===== config.mk =====
export PLATFORM = sky130hd
export DESIGN_NAME = mem_arbiter_flat
export DESIGN_NICKNAME = d
export VERILOG_FILES = /design/src/rtl/mem_arbiter_if.sv /design/src/rtl/mem_arbiter.sv /design/src/flat_wrapper.sv
export SDC_FILE = /design/constraint.sdc
export NUM_CORES = 1
export LEC_CHECK = 0
export CAP_MARGIN = 20
export CELL_PAD_IN_SITES_DETAIL_PLACEMENT = 1
export CELL_PAD_IN_SITES_GLOBAL_PLACEMENT = 1
export CORE_AREA = 3 3 121 146
export DETAILED_ROUTE_END_ITERATION = 6
export DIE_AREA = 0 0 124 149
export HOLD_SLACK_MARGIN = 0.06
export PLACE_DENSITY = 0.88
export SLEW_MARGIN = 5
export SYNTH_ARGS = -nofsm -noshare
export SYNTH_HDL_FRONTEND = slang
export SYNTH_HIERARCHICAL = 1
export SYNTH_SLANG_ARGS = --single-unit

===== constraint.sdc =====
create_clock -name clk -period 2.5 [get_ports clk]
set_input_delay 0.75 -clock clk [delete_from_list [all_inputs] [get_ports clk]]
set_output_delay 0.75 -clock clk [all_outputs]
set_load 0.005 [all_outputs]

===== src/rtl/mem_arbiter_if.sv =====
// Bus bundle between the two requesters, the arbiter and the single-port memory.
// ADDR_W/DATA_W must match the parameters given to mem_arbiter.
interface mem_arbiter_if #(
    parameter int ADDR_W = 5,
    parameter int DATA_W = 32
);
    // requester side
    logic              req_a, req_b;
    logic              we_a, we_b;
    logic [ADDR_W-1:0] addr_a, addr_b;
    logic [DATA_W-1:0] wdata_a, wdata_b;
    logic              gnt_a, gnt_b;
    logic              rvalid_a, rvalid_b;
    logic [DATA_W-1:0] rdata_a, rdata_b;
    logic              prio_mode;

    // memory side
    logic              wr_enable;
    logic [ADDR_W-1:0] write_addr, read_addr;
    logic [DATA_W-1:0] write_data;
    logic [DATA_W-1:0] read_out;

    // status
    logic              busy;
    logic [15:0]       cnt_a, cnt_b;

    // arbiter view
    modport slave (
        input  req_a, req_b, we_a, we_b, addr_a, addr_b, wdata_a, wdata_b, prio_mode, read_out,
        output gnt_a, gnt_b, rvalid_a, rvalid_b, rdata_a, rdata_b,
               wr_enable, write_addr, read_addr, write_data, busy, cnt_a, cnt_b
    );

    // requester + memory environment view
    modport master (
        output req_a, req_b, we_a, we_b, addr_a, addr_b, wdata_a, wdata_b, prio_mode, read_out,
        input  gnt_a, gnt_b, rvalid_a, rvalid_b, rdata_a, rdata_b,
               wr_enable, write_addr, read_addr, write_data, busy, cnt_a, cnt_b
    );
endinterface


===== src/rtl/mem_arbiter.sv =====
// Two-requester arbiter in front of a single-port memory with a 1-cycle read.
// Pipeline: accept (comb grant) -> command register -> response (read data).

// Per-requester slice: saturating grant counter and read-response gating.
module mem_arbiter_lane #(
    parameter int DATA_W = 32
) (
    input  logic              clk,
    input  logic              rst_n,
    input  logic              gnt_i,
    input  logic              rsp_hit_i,
    input  logic [DATA_W-1:0] read_out_i,
    output logic              rvalid_o,
    output logic [DATA_W-1:0] rdata_o,
    output logic [15:0]       cnt_o
);
    logic [15:0] cnt_q, cnt_d;

    // count grants, sticking at all-ones
    always_comb begin
        cnt_d = cnt_q;
        if (gnt_i && (cnt_q != 16'hFFFF)) cnt_d = cnt_q + 16'd1;
    end

    // counter register
    always_ff @(posedge clk or negedge rst_n) begin
        if (!rst_n) cnt_q <= '0;
        else        cnt_q <= cnt_d;
    end

    assign rvalid_o = rsp_hit_i;
    assign rdata_o  = rsp_hit_i ? read_out_i : '0;
    assign cnt_o    = cnt_q;
endmodule

module mem_arbiter #(
    parameter int ADDR_W = 5,
    parameter int DATA_W = 32
) (
    input logic          clk,
    input logic          rst_n,
    mem_arbiter_if.slave bus
);
    localparam int NUM_LANES = 2;

    typedef enum logic {OWN_A = 1'b0, OWN_B = 1'b1} owner_e;

    typedef struct packed {
        logic              we;
        owner_e            own;
        logic [ADDR_W-1:0] addr;
        logic [DATA_W-1:0] wdata;
    } cmd_t;

    logic [NUM_LANES-1:0]             req, gnt, we, rsp_hit, rvalid;
    logic [NUM_LANES-1:0][ADDR_W-1:0] addr;
    logic [NUM_LANES-1:0][DATA_W-1:0] wdata, rdata;
    logic [NUM_LANES-1:0][15:0]       cnt;

    owner_e last_q, last_d;
    logic   cmd_vld_q, cmd_vld_d;
    cmd_t   cmd_q, cmd_d;
    logic   rsp_vld_q, rsp_vld_d;
    owner_e rsp_own_q, rsp_own_d;

    assign req   = {bus.req_b,   bus.req_a};
    assign we    = {bus.we_b,    bus.we_a};
    assign addr  = {bus.addr_b,  bus.addr_a};
    assign wdata = {bus.wdata_b, bus.wdata_a};

    // grant: lone requester wins at once; on a tie fixed mode favours A,
    // round-robin favours whoever did not win last. Nothing is granted in reset.
    always_comb begin
        gnt    = '0;
        gnt[0] = rst_n && req[0] && (!req[1] || bus.prio_mode || (last_q == OWN_B));
        gnt[1] = rst_n && req[1] && !gnt[0];
    end

    // next state of pointer and command/response stages
    always_comb begin
        last_d    = last_q;
        cmd_vld_d = |gnt;
        cmd_d     = cmd_q;
        rsp_vld_d = cmd_vld_q && !cmd_q.we;
        rsp_own_d = cmd_q.own;
        if (gnt[1]) begin
            last_d = OWN_B;
            cmd_d  = '{we: we[1], own: OWN_B, addr: addr[1], wdata: wdata[1]};
        end else if (gnt[0]) begin
            last_d = OWN_A;
            cmd_d  = '{we: we[0], own: OWN_A, addr: addr[0], wdata: wdata[0]};
        end
    end

    // pipeline registers; reset drops everything in flight
    always_ff @(posedge clk or negedge rst_n) begin
        if (!rst_n) begin
            last_q    <= OWN_B;
            cmd_vld_q <= 1'b0;
            cmd_q     <= '{we: 1'b0, own: OWN_A, addr: '0, wdata: '0};
            rsp_vld_q <= 1'b0;
            rsp_own_q <= OWN_A;
        end else begin
            last_q    <= last_d;
            cmd_vld_q <= cmd_vld_d;
            cmd_q     <= cmd_d;
            rsp_vld_q <= rsp_vld_d;
            rsp_own_q <= rsp_own_d;
        end
    end

    // route the returning read to its owner
    always_comb begin
        rsp_hit    = '0;
        rsp_hit[0] = rsp_vld_q && (rsp_own_q == OWN_A);
        rsp_hit[1] = rsp_vld_q && (rsp_own_q == OWN_B);
    end

    for (genvar g = 0; g < NUM_LANES; g++) begin : g_lane
        mem_arbiter_lane #(.DATA_W(DATA_W)) u_lane (
            .clk        (clk),
            .rst_n      (rst_n),
            .gnt_i      (gnt[g]),
            .rsp_hit_i  (rsp_hit[g]),
            .read_out_i (bus.read_out),
            .rvalid_o   (rvalid[g]),
            .rdata_o    (rdata[g]),
            .cnt_o      (cnt[g])
        );
    end

    assign bus.gnt_a      = gnt[0];
    assign bus.gnt_b      = gnt[1];
    assign bus.rvalid_a   = rvalid[0];
    assign bus.rvalid_b   = rvalid[1];
    assign bus.rdata_a    = rdata[0];
    assign bus.rdata_b    = rdata[1];
    assign bus.cnt_a      = cnt[0];
    assign bus.cnt_b      = cnt[1];
    assign bus.wr_enable  = cmd_vld_q && cmd_q.we;
    assign bus.write_addr = cmd_q.addr;
    assign bus.read_addr  = cmd_q.addr;
    assign bus.write_data = cmd_q.wdata;
    assign bus.busy       = cmd_vld_q || rsp_vld_q;
endmodule

===== src/flat_wrapper.sv =====
// flat-port wrapper written by rule: the top's interface ports become plain ports
module mem_arbiter_flat 
#(
    parameter int ADDR_W = 5,
    parameter int DATA_W = 32
)
  (clk, rst_n, bus_req_a, bus_req_b, bus_we_a, bus_we_b, bus_addr_a, bus_addr_b, bus_wdata_a, bus_wdata_b, bus_prio_mode, bus_read_out, bus_gnt_a, bus_gnt_b, bus_rvalid_a, bus_rvalid_b, bus_rdata_a, bus_rdata_b, bus_wr_enable, bus_write_addr, bus_read_addr, bus_write_data, bus_busy, bus_cnt_a, bus_cnt_b);
  mem_arbiter_if #(.ADDR_W(ADDR_W), .DATA_W(DATA_W)) bus_i ();
  input logic clk;
  input logic rst_n;
  input wire logic [$bits(bus_i.req_a)-1:0] bus_req_a;
  input wire logic [$bits(bus_i.req_b)-1:0] bus_req_b;
  input wire logic [$bits(bus_i.we_a)-1:0] bus_we_a;
  input wire logic [$bits(bus_i.we_b)-1:0] bus_we_b;
  input wire logic [$bits(bus_i.addr_a)-1:0] bus_addr_a;
  input wire logic [$bits(bus_i.addr_b)-1:0] bus_addr_b;
  input wire logic [$bits(bus_i.wdata_a)-1:0] bus_wdata_a;
  input wire logic [$bits(bus_i.wdata_b)-1:0] bus_wdata_b;
  input wire logic [$bits(bus_i.prio_mode)-1:0] bus_prio_mode;
  input wire logic [$bits(bus_i.read_out)-1:0] bus_read_out;
  output wire logic [$bits(bus_i.gnt_a)-1:0] bus_gnt_a;
  output wire logic [$bits(bus_i.gnt_b)-1:0] bus_gnt_b;
  output wire logic [$bits(bus_i.rvalid_a)-1:0] bus_rvalid_a;
  output wire logic [$bits(bus_i.rvalid_b)-1:0] bus_rvalid_b;
  output wire logic [$bits(bus_i.rdata_a)-1:0] bus_rdata_a;
  output wire logic [$bits(bus_i.rdata_b)-1:0] bus_rdata_b;
  output wire logic [$bits(bus_i.wr_enable)-1:0] bus_wr_enable;
  output wire logic [$bits(bus_i.write_addr)-1:0] bus_write_addr;
  output wire logic [$bits(bus_i.read_addr)-1:0] bus_read_addr;
  output wire logic [$bits(bus_i.write_data)-1:0] bus_write_data;
  output wire logic [$bits(bus_i.busy)-1:0] bus_busy;
  output wire logic [$bits(bus_i.cnt_a)-1:0] bus_cnt_a;
  output wire logic [$bits(bus_i.cnt_b)-1:0] bus_cnt_b;
  assign bus_i.req_a = bus_req_a;
  assign bus_i.req_b = bus_req_b;
  assign bus_i.we_a = bus_we_a;
  assign bus_i.we_b = bus_we_b;
  assign bus_i.addr_a = bus_addr_a;
  assign bus_i.addr_b = bus_addr_b;
  assign bus_i.wdata_a = bus_wdata_a;
  assign bus_i.wdata_b = bus_wdata_b;
  assign bus_i.prio_mode = bus_prio_mode;
  assign bus_i.read_out = bus_read_out;
  assign bus_gnt_a = bus_i.gnt_a;
  assign bus_gnt_b = bus_i.gnt_b;
  assign bus_rvalid_a = bus_i.rvalid_a;
  assign bus_rvalid_b = bus_i.rvalid_b;
  assign bus_rdata_a = bus_i.rdata_a;
  assign bus_rdata_b = bus_i.rdata_b;
  assign bus_wr_enable = bus_i.wr_enable;
  assign bus_write_addr = bus_i.write_addr;
  assign bus_read_addr = bus_i.read_addr;
  assign bus_write_data = bus_i.write_data;
  assign bus_busy = bus_i.busy;
  assign bus_cnt_a = bus_i.cnt_a;
  assign bus_cnt_b = bus_i.cnt_b;
  mem_arbiter #(.ADDR_W(ADDR_W), .DATA_W(DATA_W)) u_core (.clk(clk), .rst_n(rst_n), .bus(bus_i));
endmodule

==> results.py, run 1 <==
metrics = {
    "clock_network": {
        "cts-root-buf": "clkbuf_16",
        "clock_path_buffers": 2,
        "cts_made_buffers": 9,
        "insertion_delay_ns": 0.34,
        "cts_tree": "built",
        "htreeDepth": 3,
        "cts.sinks": 75,
        "postCtsHoldBufs": 0,
        "clkTransAtPathRegs_ns": 0.06,
    },
    "yosys": {
        "synth_commonest_cells": "74 x dfrtp_1, 66 x and2_1, 48 x buf_4",
        "synth.top_cell.area_share": 0.395,
        "synth_nets": 521,
        "synth_area_leader_cell": "dfrtp_1",
        "ys_seq_area_frac": 0.400,
        "yosys-top-cells-area": "dfrtp_1 39%, mux2_4 13%, mux2_2 9.6%",
        "synth_warnings": 6,
        "synth_area_mm2": 0.00469,
        "ys_types": 37,
        "syn_inst": 406,
        "synthMostInstantiatedCell": "dfrtp_1",
        "synth-edff-count": 0,
        "synth.avg_cell_area_um2": 11.6,
        "synth_ff_type": "dfrtp_1",
        "synth-seq-cells": 75,
        "synthArstFlopShare": 1.00,
    },
    "global_route": {
        "antenna_found_initial": 0,
        "grt_max_degree": 68,
        "gr-total-overflow": 0,
        "track_usage": 0.182,
        "grt_pass1_wl_um": 25700,
        "grt_pass1_vias": 4519,
    },
    "worst_setup_path": {
        "setup.worst_path.class": "in -> out",
        "slowest_stage": "dlygate4sd2_1",
        "cp_slowest_stage_delay_ns": 0.25,
        "required_ns": 1.75,
        "cp-start-kind": "input pin",
        "path_buf_inv": 4,
        "arrival_ns": 1.70,
        "path_max_fanout": 2,
        "crit_family": "buffers and inverters",
        "crit_chain": "dlygate4sd2_1 > nor2_2 > a21oi_4 > buf_4 > buf_6 > nor2_4 > buf_2",
        "critPathCaptureType": "output pin",
    },
    "outcome": {
        "status": "complete, no violations",
    },
    "placement": {
        "routabilityCongestion": 0.804,
        "io_buffers": 256,
        "post-dp-hpwl_um": 13400,
    },
    "routing": {
        "drc": 0,
        "viasPerCell": 4.64,
        "drt_iter0_markers": 86,
        "drt-pass1-iter-count": 4,
        "via_count": 4010,
        "totalWireLength_um": 17500,
        "post_drt_wl_per_cell_um": 20.2,
        "ant_nets": 0,
    },
    "final_layout": {
        "fin_nets": 763,
        "antenna_cells": 0,
        "fin_util": 0.473,
        "area_delta_synth_final_pct": 64.6,
        "drive_gt1_frac": 0.237,
    },
    "sta": {
        "finalCriticalPeriod_ns": 2.45,
        "maxSlewHeadroom": 0.404,
        "grt_setup_unrepaired": "false",
        "finClkSkew_ns": 0.0107,
        "finalCritPeriodShare": 0.979,
        "holdWs_ns": 0.369,
        "hold_viol_final": 0,
        "setup_viol": 0,
        "worstMarginPinSlew_ns": 0.894,
        "clock.fmax_mhz": 408,
        "slew_viol_final": 0,
    },
    "worst_hold_path": {
        "hp-class": "in -> async",
    },
    "floorplanning": {
        "start_util": 0.287,
        "rows": 51,
        "fp.dieH_um": 149,
        "core_mm2": 0.0163,
        "die_width_um": 124,
        "ios": 257,
        "dieArea_mm2": 0.0185,
    },
    "flow_run": {
        "maxCapViolations": 0,
    },
    "power_and_ir_drop": {
        "peakVddDrop_mv": 0.399,
        "power_leakage_uw": 0.00367,
        "p_per_area_mw_per_mm2": 592,
    },
}
-- registers in the layout, indices dropped and copies added (netlist names) --
signal                      flops
u_core/cmd_q                    1
u_core/rsp_own_d                1
u_core/cmd_vld_q                1
u_core/bus.write_data          32
u_core/bus.read_addr            5
u_core/last_q                   1
u_core/g_lane.u_lane/cnt_o     32
u_core/rsp_vld_q                1
u_core/rsp_own_q                1
-- path summary, 6_finish.rpt --
check | depth (start not counted) | startpoint | slack, ns | to
setup / recovery | 7 | bus_prio_mode | 0.05 | bus_gnt_b
hold / removal | 2 | rst_n | 0.37 | u_core/bus.write_data[30]
setup reg to reg | 8 | u_core/last_q | 0.36 | u_core/g_lane[0].u_lane/cnt_o[9]
hold reg to reg | 0 | u_core/rsp_own_d | 0.38 | u_core/rsp_own_q
max in group asynchronous | 3 | rst_n | 1.05 | u_core/cmd_vld_q
min in group clk | 0 | u_core/rsp_own_d | 0.38 | u_core/rsp_own_q
-- metrics by stage --
step	std cells	setup WS, ns	cell area [um^2]	setup TNS, ns	power, uW
after detailed placement	835	-0.587	7250	-27.11	3110
after floorplan	406	0.0772	4690	0	2340
final	865	0.0513	7720	0	4570
after CTS	863	0.0135	7670	0	4630
after global placement	835	-0.486	7250	-21.93	3040
after global routing	865	0.00362	7720	0	4820
-- cell usage in the layout, fill, tap and decap left out, drive strengths merged, types with 3 or more instances in the layout --
cell type | netlist | routed
and2 | 66 | 66
nor2 | 22 | 22
clkbuf | 6 | 11
buf | 54 | 36
and4 | 6 | 6
clkdlybuf4s50 | 0 | 183
dlygate4sd2 | 0 | 68
a41oi | 4 | 4
dfrtp | 74 | 74
xor2 | 14 | 14
mux2 | 80 | 80
nand2 | 12 | 12
nand3 | 10 | 10
nor4 | 4 | 4
nor3 | 8 | 8
xnor2 | 4 | 4
clkinv | 0 | 3
a21oi | 11 | 11
nand4 | 10 | 10
-- layer usage --
metal	track usage	wire (um)
met1	0.178	5790
met2	0.353	9770
met3	0.0459	1500
met4	0.0756	425
met5	0	0
-- area by class of cell --
cell class | instances | area, um^2
Fill cell | 1789 | 8620
Clock buffer | 10 | 239
Clock inverter | 6 | 97.6
Timing Repair Buffer | 291 | 2830
Sequential cell | 75 | 1880
Tap cell | 212 | 265
Multi-Input combinational cell | 271 | 2410
-- logic make-up after synthesis --
group,count (synthesis),share of synthesized area
flops,75,0.400
simple gates,146,0.199
buf+inv,60,0.0934
fa+ha+maj,2,0.00534
compound gates,25,0.0446
xor+xnor,18,0.0336
mux,80,0.224
-- power breakdown --
part | switching (uW) | leakage, uW | internal, uW
combinational | 483 | 0.00258 | 964
sequential | 238 | 0.000929 | 1420
clock | 554 | 0.000165 | 914
-- timing repair --
action | in CTS | in global routing
setup endpoints to repair | 90 | 12
cloned | 3 | 1
setup buffers | 9 | 1
pin swaps | 2 | 1
gates resized for setup | 95 | 5
Note: power is estimated with default switching activity, not from simulation.
==> run 2: changes to the inputs <==
==> constraint.sdc (replaced) <==
create_clock -name clk -period 2.5 [get_ports clk]
set_input_delay 0.5 -clock clk [delete_from_list [all_inputs] [get_ports clk]]
set_output_delay 0.5 -clock clk [all_outputs]
set_load 0.005 [all_outputs]
==> run 2 against run 1 <==
Global-route usage fell by 1.3 points. Flip-flop and latch count did not move. Maximum frequency rose by 0.80%. Setup slack improved by 0.019 ns. Largest power group unchanged. First-iteration DRC count fell by 40%. Final area fell by 2.3%. Clock skew fell by 0.0023 ns. Register-to-register slack improved by 0.12 ns. Cell count fell by 2.4%. Critical path depth fell by 2.
==> results.py, run 2 (synthesis gave the netlist of run 1 again) <==
metrics = {
    "worst_setup_path": {
        "crit_chain": "clkdlybuf4s50_1 > nor2_2 > a21oi_4 > nor2_2 > clkdlybuf4s50_1",
        "cp_slowest_stage_delay_ns": 0.55,
        "crit_cells": 5,
        "crit_start": "bus_prio_mode",
        "required_ns": 2.00,
        "reg2regPathDepth": 7,
        "crit_family": "buffers and inverters",
        "r2r_slack_ns": 0.48,
        "r2r-start": "u_core/last_q",
        "critPathCaptureType": "output pin",
        "path_buf_inv": 2,
        "setup.worst_path.class": "in -> out",
        "crit_path_end": "bus_gnt_b",
        "arrival_ns": 1.93,
        "r2r-end": "u_core/g_lane[0].u_lane/cnt_o[9]",
        "path_max_fanout": 5,
        "cp-start-kind": "input pin",
        "slowest_stage": "clkdlybuf4s50_1",
    },
    "sta": {
        "slew_viol_final": 0,
        "grt_setup_unrepaired": "false",
        "worstMarginPinSlew_ns": 0.539,
        "finClkSkew_ns": 0.00837,
        "holdWs_ns": 0.295,
        "finalCritPeriodShare": 0.972,
        "finalCriticalPeriod_ns": 2.43,
        "setup_slack_ns": 0.0707,
        "finalSetupTns_ns": 0,
        "maxSlewHeadroom": 0.641,
        "setup_viol": 0,
        "hold_viol_final": 0,
        "clock.fmax_mhz": 412,
    },
    "global_route": {
        "track_usage": 0.169,
        "grt_pass1_vias": 4293,
        "grt_max_degree": 78,
        "grt_pass1_wl_um": 23900,
        "antenna_found_initial": 0,
        "gr-total-overflow": 0,
    },
    "power_and_ir_drop": {
        "pwr-share-seq": 0.371,
        "peakVddDrop_mv": 0.374,
        "comb_power_share": 0.319,
        "p_sw_uw": 1220,
        "switching_share": 0.273,
        "power_leakage_uw": 0.00325,
        "p_int_uw": 3240,
        "clock_power_share": 0.310,
        "p_per_area_mw_per_mm2": 591,
    },
    "final_layout": {
        "area_delta_synth_final_pct": 60.8,
        "design_area_mm2": 0.00754,
        "layout_common_cells": "254 x clkdlybuf4s50_1, 74 x dfrtp_1, 66 x and2_1",
        "antenna_cells": 0,
        "fillers": 1786,
        "layout_commonest_cell": "clkdlybuf4s50_1",
        "final_cells": 844,
        "drive_gt1_frac": 0.204,
        "fin_nets": 744,
    },
    "routing": {
        "dr_wl_met3_um": 1530,
        "ant_nets": 0,
        "totalWireLength_um": 16400,
        "drc": 0,
        "via_count": 3897,
        "drt_iter0_markers": 52,
        "wirelength_met1_um": 5430,
        "top_layer": "met4",
        "viasPerCell": 4.62,
        "drt-pass1-iter-count": 4,
        "met2_wirelength_um": 9030,
        "post_drt_wl_per_cell_um": 19.4,
    },
    "floorplanning": {
        "core_mm2": 0.0163,
        "start_util": 0.287,
        "rows": 51,
        "ios": 257,
        "die_width_um": 124,
        "dieArea_mm2": 0.0185,
        "fp.dieH_um": 149,
    },
    "clock_network": {
        "clock_path_buffers": 2,
        "insertion_delay_ns": 0.33,
        "cts.sinks": 75,
        "cts-root-buf": "clkbuf_16",
        "cts_made_buffers": 9,
        "clkTransAtPathRegs_ns": 0.05,
        "cts_tree": "built",
        "htreeDepth": 3,
        "postCtsHoldBufs": 0,
    },
    "outcome": {
        "status": "complete, no violations",
    },
    "placement": {
        "placed_area_mm2": 0.00720,
        "dp_slack_ns": -0.251,
        "placed_cells_incl_taps": 828,
        "post-dp-hpwl_um": 12900,
        "io_buffers": 256,
        "routabilityCongestion": 0.793,
    },
    "flow_run": {
        "maxCapViolations": 0,
    },
    "worst_hold_path": {
        "hp-class": "in -> async",
    },
}
-- run 2: changes by cell type in the layout (fill, tap and decap cells not counted), sizes merged, moves of 2 or more --
cell	previous run	this run
clkdlybuf4s50	183	254
dlygate4sd2	68	1
buf	36	17
clkbuf	11	9
clkdlybuf4s15	2	0
-- run 2: cell type report --
cell class	count	area [um^2]	area share
clock inverter	5	78.8	0.0105
clock buffer	9	225	0.0299
tap	212	265	0.0352
timing repair buffer	272	2710	0.359
multi-input combinational	271	2390	0.316
sequential	75	1880	0.249
-- run 2: repair_timing --
item                       4_1_cts  5_1_grt
setup buffers                    0        1
pin swaps                        0        1
setup endpoints to repair        2        2
resized for setup                2        2
-- run 2: worst min-delay path by stage --
stage	slack, ns	to	cells past startpoint
after global placement	0.38	u_core/rsp_own_q	0
after floorplan	0.20	u_core/bus.read_addr[0]	0
after global routing	0.35	u_core/rsp_own_d	2
final	0.30	u_core/rsp_own_d	2
after detailed placement	0.37	u_core/rsp_own_q	0
after CTS	0.39	u_core/rsp_own_q	0
-- run 2: power groups by stage --
stage	clock network [uW]	logic [uW]	registers (uW)
after CTS	1430	1440	1660
after floorplan	0	745	1590
after detailed placement	0	1430	1670
final	1380	1420	1650
after global placement	0	1370	1650
after global routing	1470	1530	1690
-- run 2: through the flow --
stage	utilization	total power (uW)
3_3_place_gp	0.441	3020
5_1_grt	0.462	4690
3_5_place_dp	0.441	3110
4_1_cts	0.460	4520
6_report	0.462	4460
2_1_floorplan	-	2340
-- run 2: metal layers --
| metal | up-vias | global-route usage |
|---|---|---|
| li1 | 1806 | - |
| met1 | 1887 | 0.159 |
| met2 | 181 | 0.334 |
| met3 | 23 | 0.0546 |
| met4 | 0 | 0.0548 |
| met5 | - | 0 |
==> run 3: changes to the inputs <==
- GPL_TIMING_DRIVEN: unset -> 0
- RECOVER_POWER: unset -> 50
- SLEW_MARGIN: 5 -> 20
==> run 3 against run 2 <==
Cell count up 5.9%. Setup slack better by 0.014 ns. Utilization up 2.1 points. Final area up 4.4%. Non-clock buffer count up 48. Die area unchanged. The run now ends with capacitance limit, slew limit left.
==> results.py, run 3 (synthesis gave the netlist of run 1 again) <==
metrics = {
    "routing": {
        "totalWireLength_um": 16700,
        "drt_iter0_markers": 80,
        "viasPerCell": 4.57,
        "ant_nets": 0,
        "post_drt_wl_per_cell_um": 18.7,
        "drc": 0,
        "drt-pass1-iter-count": 4,
        "via_count": 4083,
    },
    "worst_setup_path": {
        "crit_chain": "clkdlybuf4s50_1 > nor2_2 > a21oi_4 > buf_12 > clkdlybuf4s50_1",
        "arrival_ns": 1.92,
        "slowest_stage": "clkdlybuf4s50_1",
        "path_max_fanout": 15,
        "setup.worst_path.class": "in -> out",
        "cp_slowest_stage_delay_ns": 0.51,
        "path_buf_inv": 3,
        "crit_family": "buffers and inverters",
        "path_common_cell": "clkdlybuf4s50_1",
        "critPathCaptureType": "output pin",
        "required_ns": 2.00,
        "cp-start-kind": "input pin",
        "r2r_slack_ns": 0.35,
    },
    "sta": {
        "worstMarginPinSlew_ns": 1.75,
        "grt_setup_unrepaired": "false",
        "clock.fmax_mhz": 414,
        "maxSlewHeadroom": -0.167,
        "slew_viol_final": 38,
        "setup_slack_ns": 0.0847,
        "setup_viol": 0,
        "hold_viol_final": 0,
        "finalCriticalPeriod_ns": 2.42,
        "finalCritPeriodShare": 0.966,
        "finClkSkew_ns": 0.0123,
    },
    "final_layout": {
        "design_area_mm2": 0.00788,
        "fillers": 1766,
        "area_delta_synth_final_pct": 68.0,
        "layout_commonest_cell": "clkdlybuf4s50_1",
        "fin_util": 0.482,
        "layout_common_cells": "224 x clkdlybuf4s50_1, 74 x dfrtp_1, 65 x and2_1",
        "antenna_cells": 0,
        "fin_nets": 792,
        "drive_gt1_frac": 0.245,
    },
    "clock_network": {
        "insertion_delay_ns": 0.33,
        "cts-root-buf": "clkbuf_16",
        "htreeDepth": 3,
        "clkTransAtPathRegs_ns": 0.07,
        "cts_tree": "built",
        "cts_made_buffers": 9,
        "clock_path_buffers": 2,
        "cts.sinks": 75,
    },
    "floorplanning": {
        "fp.dieH_um": 149,
        "rows": 51,
        "dieArea_mm2": 0.0185,
        "die_width_um": 124,
        "ios": 257,
        "start_util": 0.287,
        "core_mm2": 0.0163,
    },
    "placement": {
        "post-dp-hpwl_um": 13500,
        "placed_area_mm2": 0.00753,
        "io_buffers": 256,
        "dp_slack_ns": -0.881,
        "routabilityCongestion": 0.771,
    },
    "global_route": {
        "antenna_found_initial": 0,
        "grt_max_degree": 38,
        "grt_pass1_vias": 4524,
        "track_usage": 0.177,
        "gr-total-overflow": 0,
        "grt_pass1_wl_um": 25100,
    },
    "power_and_ir_drop": {
        "p_per_area_mw_per_mm2": 590,
        "power_leakage_uw": 0.00347,
        "peakVddDrop_mv": 0.352,
    },
    "worst_hold_path": {
        "hp-class": "in -> async",
    },
    "outcome": {
        "violations": "capacitance limit, slew limit",
        "status": "complete, but fails checks",
    },
    "flow_run": {
        "maxCapViolations": 1,
    },
}
## run 3: stage by stage
step	instances	setup TNS [ns]	hold slack, ns	power [uW]
2_1_floorplan	406	0	0.204	2340
3_3_place_gp	874	-366.23	0.368	3200
3_5_place_dp	875	-24.92	0.368	3270
4_1_cts	894	0	0.0731	4790
5_1_grt	894	0	0.0680	4920
6_report	894	0	0.0780	4650
## run 3: path summary, 6_finish.rpt
check                                 start                         to  cells after the start
min in group clk           u_core/rsp_own_d           u_core/rsp_own_q                      0
max                           bus_prio_mode                  bus_gnt_a                      5
max reg2reg                   u_core/last_q    u_core/bus.read_addr[2]                      5
min                                   rst_n  u_core/bus.write_data[30]                      2
max in group asynchronous             rst_n  u_core/bus.write_data[20]                      2
min reg2reg                u_core/rsp_own_d           u_core/rsp_own_q                      0
## run 3: timing repair
action,CTS,global route
resized for setup,17,8
gates cloned,1,0
pin swaps,1,0
setup buffers,1,0
endpoints found under the hold margin,37,0
endpoints found under the setup margin,78,30
hold buffers,1,0
## run 3: layout make-up
| type | instances | area (um^2) | area share |
|---|---|---|---|
| Buffer | 60 | 440 | 0.0559 |
| Clock buffer | 10 | 239 | 0.0303 |
| Clock inverter | 6 | 95.1 | 0.0121 |
| Multi-Input combinational cell | 271 | 2340 | 0.297 |
| Sequential cell | 75 | 1880 | 0.238 |
| Tap cell | 212 | 265 | 0.0337 |
| Timing Repair Buffer | 260 | 2620 | 0.332 |
## run 3: power by group
| group | switching (uW) | total, uW | internal [uW] |
|---|---|---|---|
| combinational | 523 | 1580 | 1050 |
| clock | 545 | 1460 | 912 |
| sequential | 197 | 1620 | 1420 |
| total | 1270 | 4650 | 3390 |
## run 3: per-layer routing
layer,wire length [um],global-route usage
met1,5600,0.174
met2,9200,0.345
met3,1480,0.0512
met4,415,0.0592
met5,0,0
